$ cat config.mk
export PLATFORM = sky130hd
export DESIGN_NAME = scariv_fetch_inst_queue_flat
export DESIGN_NICKNAME = d
export VERILOG_FILES = /design/src/rtl/scariv_fetch_inst_queue_if.sv /design/src/rtl/scariv_fetch_inst_queue.sv /design/src/flat_wrapper.sv
export SDC_FILE = /design/constraint.sdc
export NUM_CORES = 2
export LEC_CHECK = 0
export CAP_MARGIN = 20
export CORE_ASPECT_RATIO = 1.75
export CORE_MARGIN = 4
export CORE_UTILIZATION = 35
export CTS_BUF_LIST = sky130_fd_sc_hd__clkbuf_4
export CTS_CLUSTER_SIZE = 28
export DETAILED_ROUTE_END_ITERATION = 16
export PLACE_DENSITY = 0.52
export SYNTH_ARGS = -nofsm -noshare
export SYNTH_HDL_FRONTEND = slang
export SYNTH_SLANG_ARGS = --single-unit
$ cat constraint.sdc
create_clock -name i_clk -period 40.1 [get_ports i_clk]
set_clock_uncertainty 0.15 [all_clocks]
set_input_delay 8.02 -clock i_clk [delete_from_list [all_inputs] [get_ports i_clk]]
set_output_delay 8.02 -clock i_clk [all_outputs]
set_load 0.02 [all_outputs]
$ cat src/rtl/scariv_fetch_inst_queue_if.sv
// Fetch->decode line interface: frontend pushes 128-bit lines, dispatch pulls instruction groups.
interface scariv_fetch_inst_queue_if #(
  parameter int LINE_W    = 128,
  parameter int DISP_SIZE = 2,
  parameter int VADDR_W   = 39
);
  localparam int SLOT_W = $clog2(LINE_W / 32);
  localparam int DCNT_W = $clog2(DISP_SIZE + 1);

  logic                        flush;
  logic                        f_valid;
  logic                        f_ready;
  logic [VADDR_W-1:0]          f_pc;
  logic [SLOT_W-1:0]           f_start;
  logic [LINE_W-1:0]           f_data;
  logic                        d_valid;
  logic [DCNT_W-1:0]           d_count;
  logic [DISP_SIZE*32-1:0]     d_inst;
  logic [DISP_SIZE*VADDR_W-1:0] d_pc;
  logic                        d_ready;

  modport master (
    output flush, f_valid, f_pc, f_start, f_data, d_ready,
    input  f_ready, d_valid, d_count, d_inst, d_pc
  );

  modport slave (
    input  flush, f_valid, f_pc, f_start, f_data, d_ready,
    output f_ready, d_valid, d_count, d_inst, d_pc
  );
endinterface

$ cat src/rtl/scariv_fetch_inst_queue.sv
// Fetch instruction queue: buffers whole fetch lines and hands out up to DISP_SIZE insts per cycle
// in program order, splitting lines and spanning line boundaries.
module scariv_fetch_inst_queue #(
  parameter int LINE_W    = 128,
  parameter int DEPTH     = 6,
  parameter int DISP_SIZE = 2,
  parameter int VADDR_W   = 39
) (
  input logic                     i_clk,
  input logic                     i_reset,
  scariv_fetch_inst_queue_if.slave fq
);
  localparam int INST_PER_LINE = LINE_W / 32;
  localparam int SLOT_W        = $clog2(INST_PER_LINE);
  localparam int PTR_W         = (DEPTH > 1) ? $clog2(DEPTH) : 1;
  localparam int CNT_W         = $clog2(DEPTH + 1);
  localparam int DCNT_W        = $clog2(DISP_SIZE + 1);

  function automatic logic [PTR_W-1:0] next_ptr(input logic [PTR_W-1:0] p);
    return (p == PTR_W'(DEPTH - 1)) ? '0 : p + 1'b1;
  endfunction

  logic [VADDR_W-1:0] pc_mem    [DEPTH];
  logic [LINE_W-1:0]  data_mem  [DEPTH];
  logic [SLOT_W-1:0]  start_mem [DEPTH];

  logic [PTR_W-1:0]  head_ptr;
  logic [PTR_W-1:0]  tail_ptr;
  logic [CNT_W-1:0]  count;
  logic [SLOT_W-1:0] head_slot;

  logic                         push;
  logic                         pop;
  logic [PTR_W-1:0]             walk_ptr;
  logic [SLOT_W-1:0]            walk_slot;
  logic [CNT_W-1:0]             walk_left;
  logic [CNT_W-1:0]             walk_freed;
  logic [DCNT_W-1:0]            walk_n;
  logic [DISP_SIZE*32-1:0]      lane_inst;
  logic [DISP_SIZE*VADDR_W-1:0] lane_pc;
  logic [CNT_W-1:0]             base_left;

  // Walk forward from the head slot, one lane per inst; the walker's end position is the new head.
  always_comb begin
    walk_ptr   = head_ptr;
    walk_slot  = head_slot;
    walk_left  = count;
    walk_freed = '0;
    walk_n     = '0;
    lane_inst  = '0;
    lane_pc    = '0;
    for (int j = 0; j < DISP_SIZE; j++) begin
      if (walk_left != '0) begin
        lane_inst[j*32 +: 32]           = data_mem[walk_ptr][32*int'(walk_slot) +: 32];
        lane_pc[j*VADDR_W +: VADDR_W]   = pc_mem[walk_ptr] + VADDR_W'({walk_slot, 2'b00});
        walk_n = walk_n + 1'b1;
        if (walk_slot == SLOT_W'(INST_PER_LINE - 1)) begin
          walk_ptr   = next_ptr(walk_ptr);
          walk_left  = walk_left - 1'b1;
          walk_freed = walk_freed + 1'b1;
          walk_slot  = start_mem[walk_ptr];
        end else begin
          walk_slot = walk_slot + 1'b1;
        end
      end
    end
  end

  assign fq.f_ready = (count < CNT_W'(DEPTH));
  assign fq.d_valid = (count != '0);
  assign fq.d_count = walk_n;
  assign fq.d_inst  = lane_inst;
  assign fq.d_pc    = lane_pc;

  assign push      = fq.f_valid && fq.f_ready;
  assign pop       = fq.d_valid && fq.d_ready;
  assign base_left = count - (pop ? walk_freed : '0);

  // When the queue drains completely, the head slot comes from the line being pushed (if any).
  always_ff @(posedge i_clk) begin
    if (i_reset || fq.flush) begin
      head_ptr  <= '0;
      tail_ptr  <= '0;
      count     <= '0;
      head_slot <= '0;
    end else begin
      if (push) tail_ptr <= next_ptr(tail_ptr);
      if (pop)  head_ptr <= walk_ptr;
      count <= base_left + CNT_W'(push);
      if (base_left == '0) begin
        head_slot <= push ? fq.f_start : '0;
      end else if (pop) begin
        head_slot <= walk_slot;
      end
    end
  end

  always_ff @(posedge i_clk) begin
    if (push && !fq.flush && !i_reset) begin
      pc_mem[tail_ptr]    <= fq.f_pc;
      data_mem[tail_ptr]  <= fq.f_data;
      start_mem[tail_ptr] <= fq.f_start;
    end
  end

  a_no_push_full: assert property (@(posedge i_clk) disable iff (i_reset)
    (count == CNT_W'(DEPTH)) |-> !push);
  a_count_bound: assert property (@(posedge i_clk) disable iff (i_reset)
    count <= CNT_W'(DEPTH));
  a_pc_aligned: assert property (@(posedge i_clk) disable iff (i_reset)
    push |-> (fq.f_pc[SLOT_W+1:0] == '0));
endmodule

$ cat src/flat_wrapper.sv
// flat-port wrapper written by rule: the top's interface ports become plain ports
module scariv_fetch_inst_queue_flat 
#(
  parameter int LINE_W    = 128,
  parameter int DEPTH     = 6,
  parameter int DISP_SIZE = 2,
  parameter int VADDR_W   = 39
)
  (i_clk, i_reset, fq_flush, fq_f_valid, fq_f_pc, fq_f_start, fq_f_data, fq_d_ready, fq_f_ready, fq_d_valid, fq_d_count, fq_d_inst, fq_d_pc);
  scariv_fetch_inst_queue_if #(.LINE_W(LINE_W), .DISP_SIZE(DISP_SIZE), .VADDR_W(VADDR_W)) fq_i ();
  input logic i_clk;
  input logic i_reset;
  input wire logic [$bits(fq_i.flush)-1:0] fq_flush;
  input wire logic [$bits(fq_i.f_valid)-1:0] fq_f_valid;
  input wire logic [$bits(fq_i.f_pc)-1:0] fq_f_pc;
  input wire logic [$bits(fq_i.f_start)-1:0] fq_f_start;
  input wire logic [$bits(fq_i.f_data)-1:0] fq_f_data;
  input wire logic [$bits(fq_i.d_ready)-1:0] fq_d_ready;
  output wire logic [$bits(fq_i.f_ready)-1:0] fq_f_ready;
  output wire logic [$bits(fq_i.d_valid)-1:0] fq_d_valid;
  output wire logic [$bits(fq_i.d_count)-1:0] fq_d_count;
  output wire logic [$bits(fq_i.d_inst)-1:0] fq_d_inst;
  output wire logic [$bits(fq_i.d_pc)-1:0] fq_d_pc;
  assign fq_i.flush = fq_flush;
  assign fq_i.f_valid = fq_f_valid;
  assign fq_i.f_pc = fq_f_pc;
  assign fq_i.f_start = fq_f_start;
  assign fq_i.f_data = fq_f_data;
  assign fq_i.d_ready = fq_d_ready;
  assign fq_f_ready = fq_i.f_ready;
  assign fq_d_valid = fq_i.d_valid;
  assign fq_d_count = fq_i.d_count;
  assign fq_d_inst = fq_i.d_inst;
  assign fq_d_pc = fq_i.d_pc;
  scariv_fetch_inst_queue #(.LINE_W(LINE_W), .DEPTH(DEPTH), .DISP_SIZE(DISP_SIZE), .VADDR_W(VADDR_W)) u_core (.i_clk(i_clk), .i_reset(i_reset), .fq(fq_i));
endmodule
==> impl_metrics.sql <==
INSERT INTO impl_metrics (metric_group, metric, value, unit) VALUES
('outcome', 'outcome', 'complete, no violations', ''),
('die', 'core_area', '145000', 'sq um'),
('global_routing', 'global_route_wire_length_before_repair', '279000', 'um'),
('drt', 'drcViolationCount', '0', ''),
('job', 'maxCapViolCount', '0', ''),
('synthesis', 'ys_async_sr_fraction', '0', '%'),
('synthesis', 'synthDominantAreaCellType', 'sky130_fd_sc_hd__edfxtp_1', ''),
('worst_setup_path', 'max_stage_delay_cell_worst_path', 'sky130_fd_sc_hd__o21ai_0', ''),
('placement', 'io_buffer_count', '319', ''),
('clock_network', 'cts_tree', 'done', ''),
('worst_hold_path', 'worst_hold_startpoint', 'u_core.head_ptr[0]$_SDFFE_PP0P_', ''),
('die', 'design.portCount', '320', ''),
('synthesis', 'yosys_most_used_dff', 'sky130_fd_sc_hd__edfxtp_1', ''),
('clock_network', 'post_cts_resize_count', '0', ''),
('synthesis', 'synth-edff-count', '1014', ''),
('sta', 'timing.final.crit_share', '38.7', '%'),
('worst_setup_path', 'worstPathCellList', 'ha_1 > buf_4 > nand2_1 > o21ai_0 > buf_4 > nand2_1 > buf_4 > o32ai_1 > o21ai_0 > nand2_1 > or3_1 > nor4_1 > mux2_1 > clkdlybuf4s50_1', ''),
('pwr', 'power_density', '36.8', 'nW/um^2'),
('synthesis', 'synth_top_cells_by_area', 'sky130_fd_sc_hd__edfxtp_1 (59%), sky130_fd_sc_hd__mux4_2 (7.5%), sky130_fd_sc_hd__nand2_1 (4.9%), sky130_fd_sc_hd__mux2i_1 (3.7%), sky130_fd_sc_hd__a21oi_1 (2.2%)', ''),
('synthesis', 'netlist.area_leader.share', '59.4', '%'),
('sta', 'finalWorstPathRequiredPeriod', '15510', 'ps'),
('final_layout', 'fraction_of_layout_instances_using_a_drive_strength_above_1', '15.7', '%'),
('synthesis', 'ys_ff_latch', '1028', ''),
('clock_network', 'clk_pin_slew_worst_setup_hold_paths', '60', 'ps'),
('worst_setup_path', 'worstPathMaxFanout', '33', ''),
('clock_network', 'cts-buffers-inserted', '276', ''),
('final_layout', 'final_core_util', '40.9', '%'),
('drt', 'vias_per_cell', '5.98', ''),
('synthesis', 'mappedNetlistNets', '4344', ''),
('placement', 'gp_congestion', '0.915', ''),
('synthesis', 'synthCells', '4156', ''),
('clock_network', 'cts-hold-fix-buffers', '0', ''),
('worst_setup_path', 'worstPathArrival', '7340', 'ps'),
('sta', 'unrepaired_setup_endpoints_after_global_routing', 'no', ''),
('drt', 'drt_first_iter_violations', '3503', ''),
('final_layout', 'design.final.nets', '4677', ''),
('worst_setup_path', 'worstSetupEndpointType', 'output port', ''),
('worst_hold_path', 'hold_depth', '2', ''),
('final_layout', 'layout-area-overhead-vs-synth', '15.9', '%'),
('global_routing', 'vias_in_the_first_global_route', '40000', ''),
('worst_setup_path', 'worst_ep_required_time', '31930', 'ps'),
('worst_hold_path', 'hp-class', 'flop to flop', ''),
('die', 'floorplan.die.height', '514', 'um'),
('clock_network', 'clkLatencyLatePin', '1200', 'ps'),
('clock_network', 'ctsHtreeMaxLevel', '5', ''),
('synthesis', 'synthesized_area_per_cell', '12.3', 'sq um'),
('sta', 'hold_vio_cnt_final', '0', ''),
('clock_network', 'cts_setup_buffers', '0', ''),
('synthesis', 'yosys_warnings', '0', ''),
('worst_setup_path', 'cp-start-kind', 'flop', ''),
('sta', 'worstMarginPinSlew', '1180', 'ps'),
('drt', 'detailedRoute.firstPassIterationCount', '6', ''),
('worst_setup_path', 'r2r_start', 'u_core.count[0]$_SDFF_PP0_', ''),
('clock_network', 'cts_root_buffer', 'sky130_fd_sc_hd__clkbuf_4', ''),
('placement', 'placed_cells', '6081', ''),
('die', 'std_cell_rows', '185', ''),
('drt', 'drt_wl_total', '197000', 'um'),
('die', 'dieArea', '153000', 'sq um'),
('pwr', 'power.static_leakage', '0.0186', 'uW'),
('final_layout', 'fin_cells', '6543', ''),
('sta', 'achievable-frequency', '0.0645', 'GHz'),
('sta', 'finalSetupViolations', '0', ''),
('synthesis', 'synth_cell_types', '88', ''),
('worst_setup_path', 'slack_of_the_worst_reg_to_reg_path', '33520', 'ps'),
('drt', 'routed_wire_length_per_instance', '30.1', 'um'),
('pwr', 'total_power', '2180', 'uW'),
('die', 'chipWidth', '297', 'um'),
('worst_setup_path', 'regToRegEndpoint', 'u_core.head_slot[0]$_SDFFE_PP0P_', ''),
('drt', 'ant_nets', '0', ''),
('synthesis', 'mappedNetlistArea', '51300', 'sq um'),
('worst_setup_path', 'worst_r2r_path_depth', '22', '');
## power breakdown
group / leakage [uW] / switching [uW] / internal, uW
clock network: 0.00186 / 432 / 429
registers: 0.00926 / 4.03 / 1190
logic: 0.00743 / 81.9 / 48.8
total: 0.0186 / 518 / 1670
## registers in the layout, indices dropped and copies added (netlist names), named ones only
register	cells
u_core.data_mem	768
u_core.pc_mem	234
u_core.tail_ptr	3
u_core.head_slot	2
u_core.head_ptr	3
u_core.start_mem	12
u_core.count	3
## per-stage QoR
step,hold slack (ps),setup WS (ps),instance area (sq um)
final,372,24590,59400
after floorplan,381,18840,51300
after global placement,352,25840,56300
after detailed placement,364,25830,56300
after global routing,402,24270,59400
after CTS,374,24490,59300
## worst max-delay path: cells and delay by family, from the launching register on
family	cells	cell delay [ps]
buf+inv	4	1510
flops	1	630
mux	1	340
simple gates	5	1500
compound gates	3	1900
fa+ha+maj	1	240
## placed cells by master, fill, tap and decap left out, types with 26 or more instances in the layout
cell type / Yosys / layout
sky130_fd_sc_hd__edfxtp_1: 1014 / 1014
sky130_fd_sc_hd__nand2_1: 664 / 663
sky130_fd_sc_hd__clkbuf_4: 0 / 375
sky130_fd_sc_hd__clkdlybuf4s50_1: 0 / 319
sky130_fd_sc_hd__a21oi_1: 222 / 221
sky130_fd_sc_hd__nor2_1: 215 / 209
sky130_fd_sc_hd__o21ai_0: 201 / 200
sky130_fd_sc_hd__mux2i_1: 189 / 189
sky130_fd_sc_hd__mux4_2: 170 / 170
sky130_fd_sc_hd__o22ai_1: 148 / 148
sky130_fd_sc_hd__a211oi_1: 147 / 147
sky130_fd_sc_hd__a31oi_1: 141 / 141
sky130_fd_sc_hd__nand3_1: 129 / 129
sky130_fd_sc_hd__o211ai_1: 108 / 108
sky130_fd_sc_hd__buf_4: 23 / 76
sky130_fd_sc_hd__clkinv_1: 1 / 45
sky130_fd_sc_hd__xnor2_1: 41 / 41
sky130_fd_sc_hd__nor3_1: 34 / 32
sky130_fd_sc_hd__diode_2: 0 / 26
## cell type report
class / count / area, sq um
inverters: 17 / 71.3
repair buffers: 407 / 4000
well taps: 1870 / 2340
clock buffers: 375 / 2820
multi-input cells: 2759 / 19100
flip-flops and latches: 1028 / 30700
fillers: 13900 / 86000
diodes: 26 / 65.1
clock inverters: 61 / 245
## worst max-delay path by stage
stage,slack [ps],endpoint,cells after the start,from
after floorplan,18840,u_core.data_mem[0][0]$_DFFE_PP_,4,fq_flush
after global placement,25840,fq_d_pc[70],17,u_core.head_slot[0]$_SDFFE_PP0P_
after CTS,24490,fq_d_pc[70],14,u_core.head_slot[0]$_SDFFE_PP0P_
final,24590,fq_d_pc[70],14,u_core.head_slot[0]$_SDFFE_PP0P_
after global routing,24270,fq_d_pc[70],19,u_core.count[0]$_SDFF_PP0_
after detailed placement,25830,fq_d_pc[70],17,u_core.head_slot[0]$_SDFFE_PP0P_
## per-layer routing
metal	up-vias	track usage [%]	part of all wire, %
met4	30	16.5	6.3
met2	1853	44.3	51
met5	-	0	0.099
met3	511	5.79	7.2
met1	19700	26.7	35
li1	17000	-	-
## cell families (layout without fill, tap and decap cells)
logic type | after synthesis | after routing | synth area share [%]
muxes | 385 | 385 | 11.7
DFF | 1028 | 1028 | 59.9
AOI/OAI and AO/OA | 1114 | 1114 | 13.9
and+or+nand+nor | 1189 | 1189 | 10.0
adders and majority gates | 14 | 14 | 0.371
buffers and inverters | 369 | 860 | 3.07
xor gates and xnor gates | 57 | 57 | 0.974
other | 0 | 26 | 0
## synth_stat cells (25+ instances only)
cell and instances:
sky130_fd_sc_hd__o21ai_0 201, sky130_fd_sc_hd__a21oi_1 222, sky130_fd_sc_hd__clkbuf_1 236, sky130_fd_sc_hd__edfxtp_1 1014
sky130_fd_sc_hd__o22ai_1 148, sky130_fd_sc_hd__a31oi_1 141, sky130_fd_sc_hd__buf_1 35, sky130_fd_sc_hd__xnor2_1 41
sky130_fd_sc_hd__nor2_1 215, sky130_fd_sc_hd__nand3_1 129, sky130_fd_sc_hd__buf_2 53, sky130_fd_sc_hd__mux2i_1 189
sky130_fd_sc_hd__and3_1 25, sky130_fd_sc_hd__nand2_1 664, sky130_fd_sc_hd__a211oi_1 147, sky130_fd_sc_hd__nor3_1 34
sky130_fd_sc_hd__o211ai_1 108, sky130_fd_sc_hd__mux4_2 170
No activity file was read; power rests on OpenSTA's default activity.
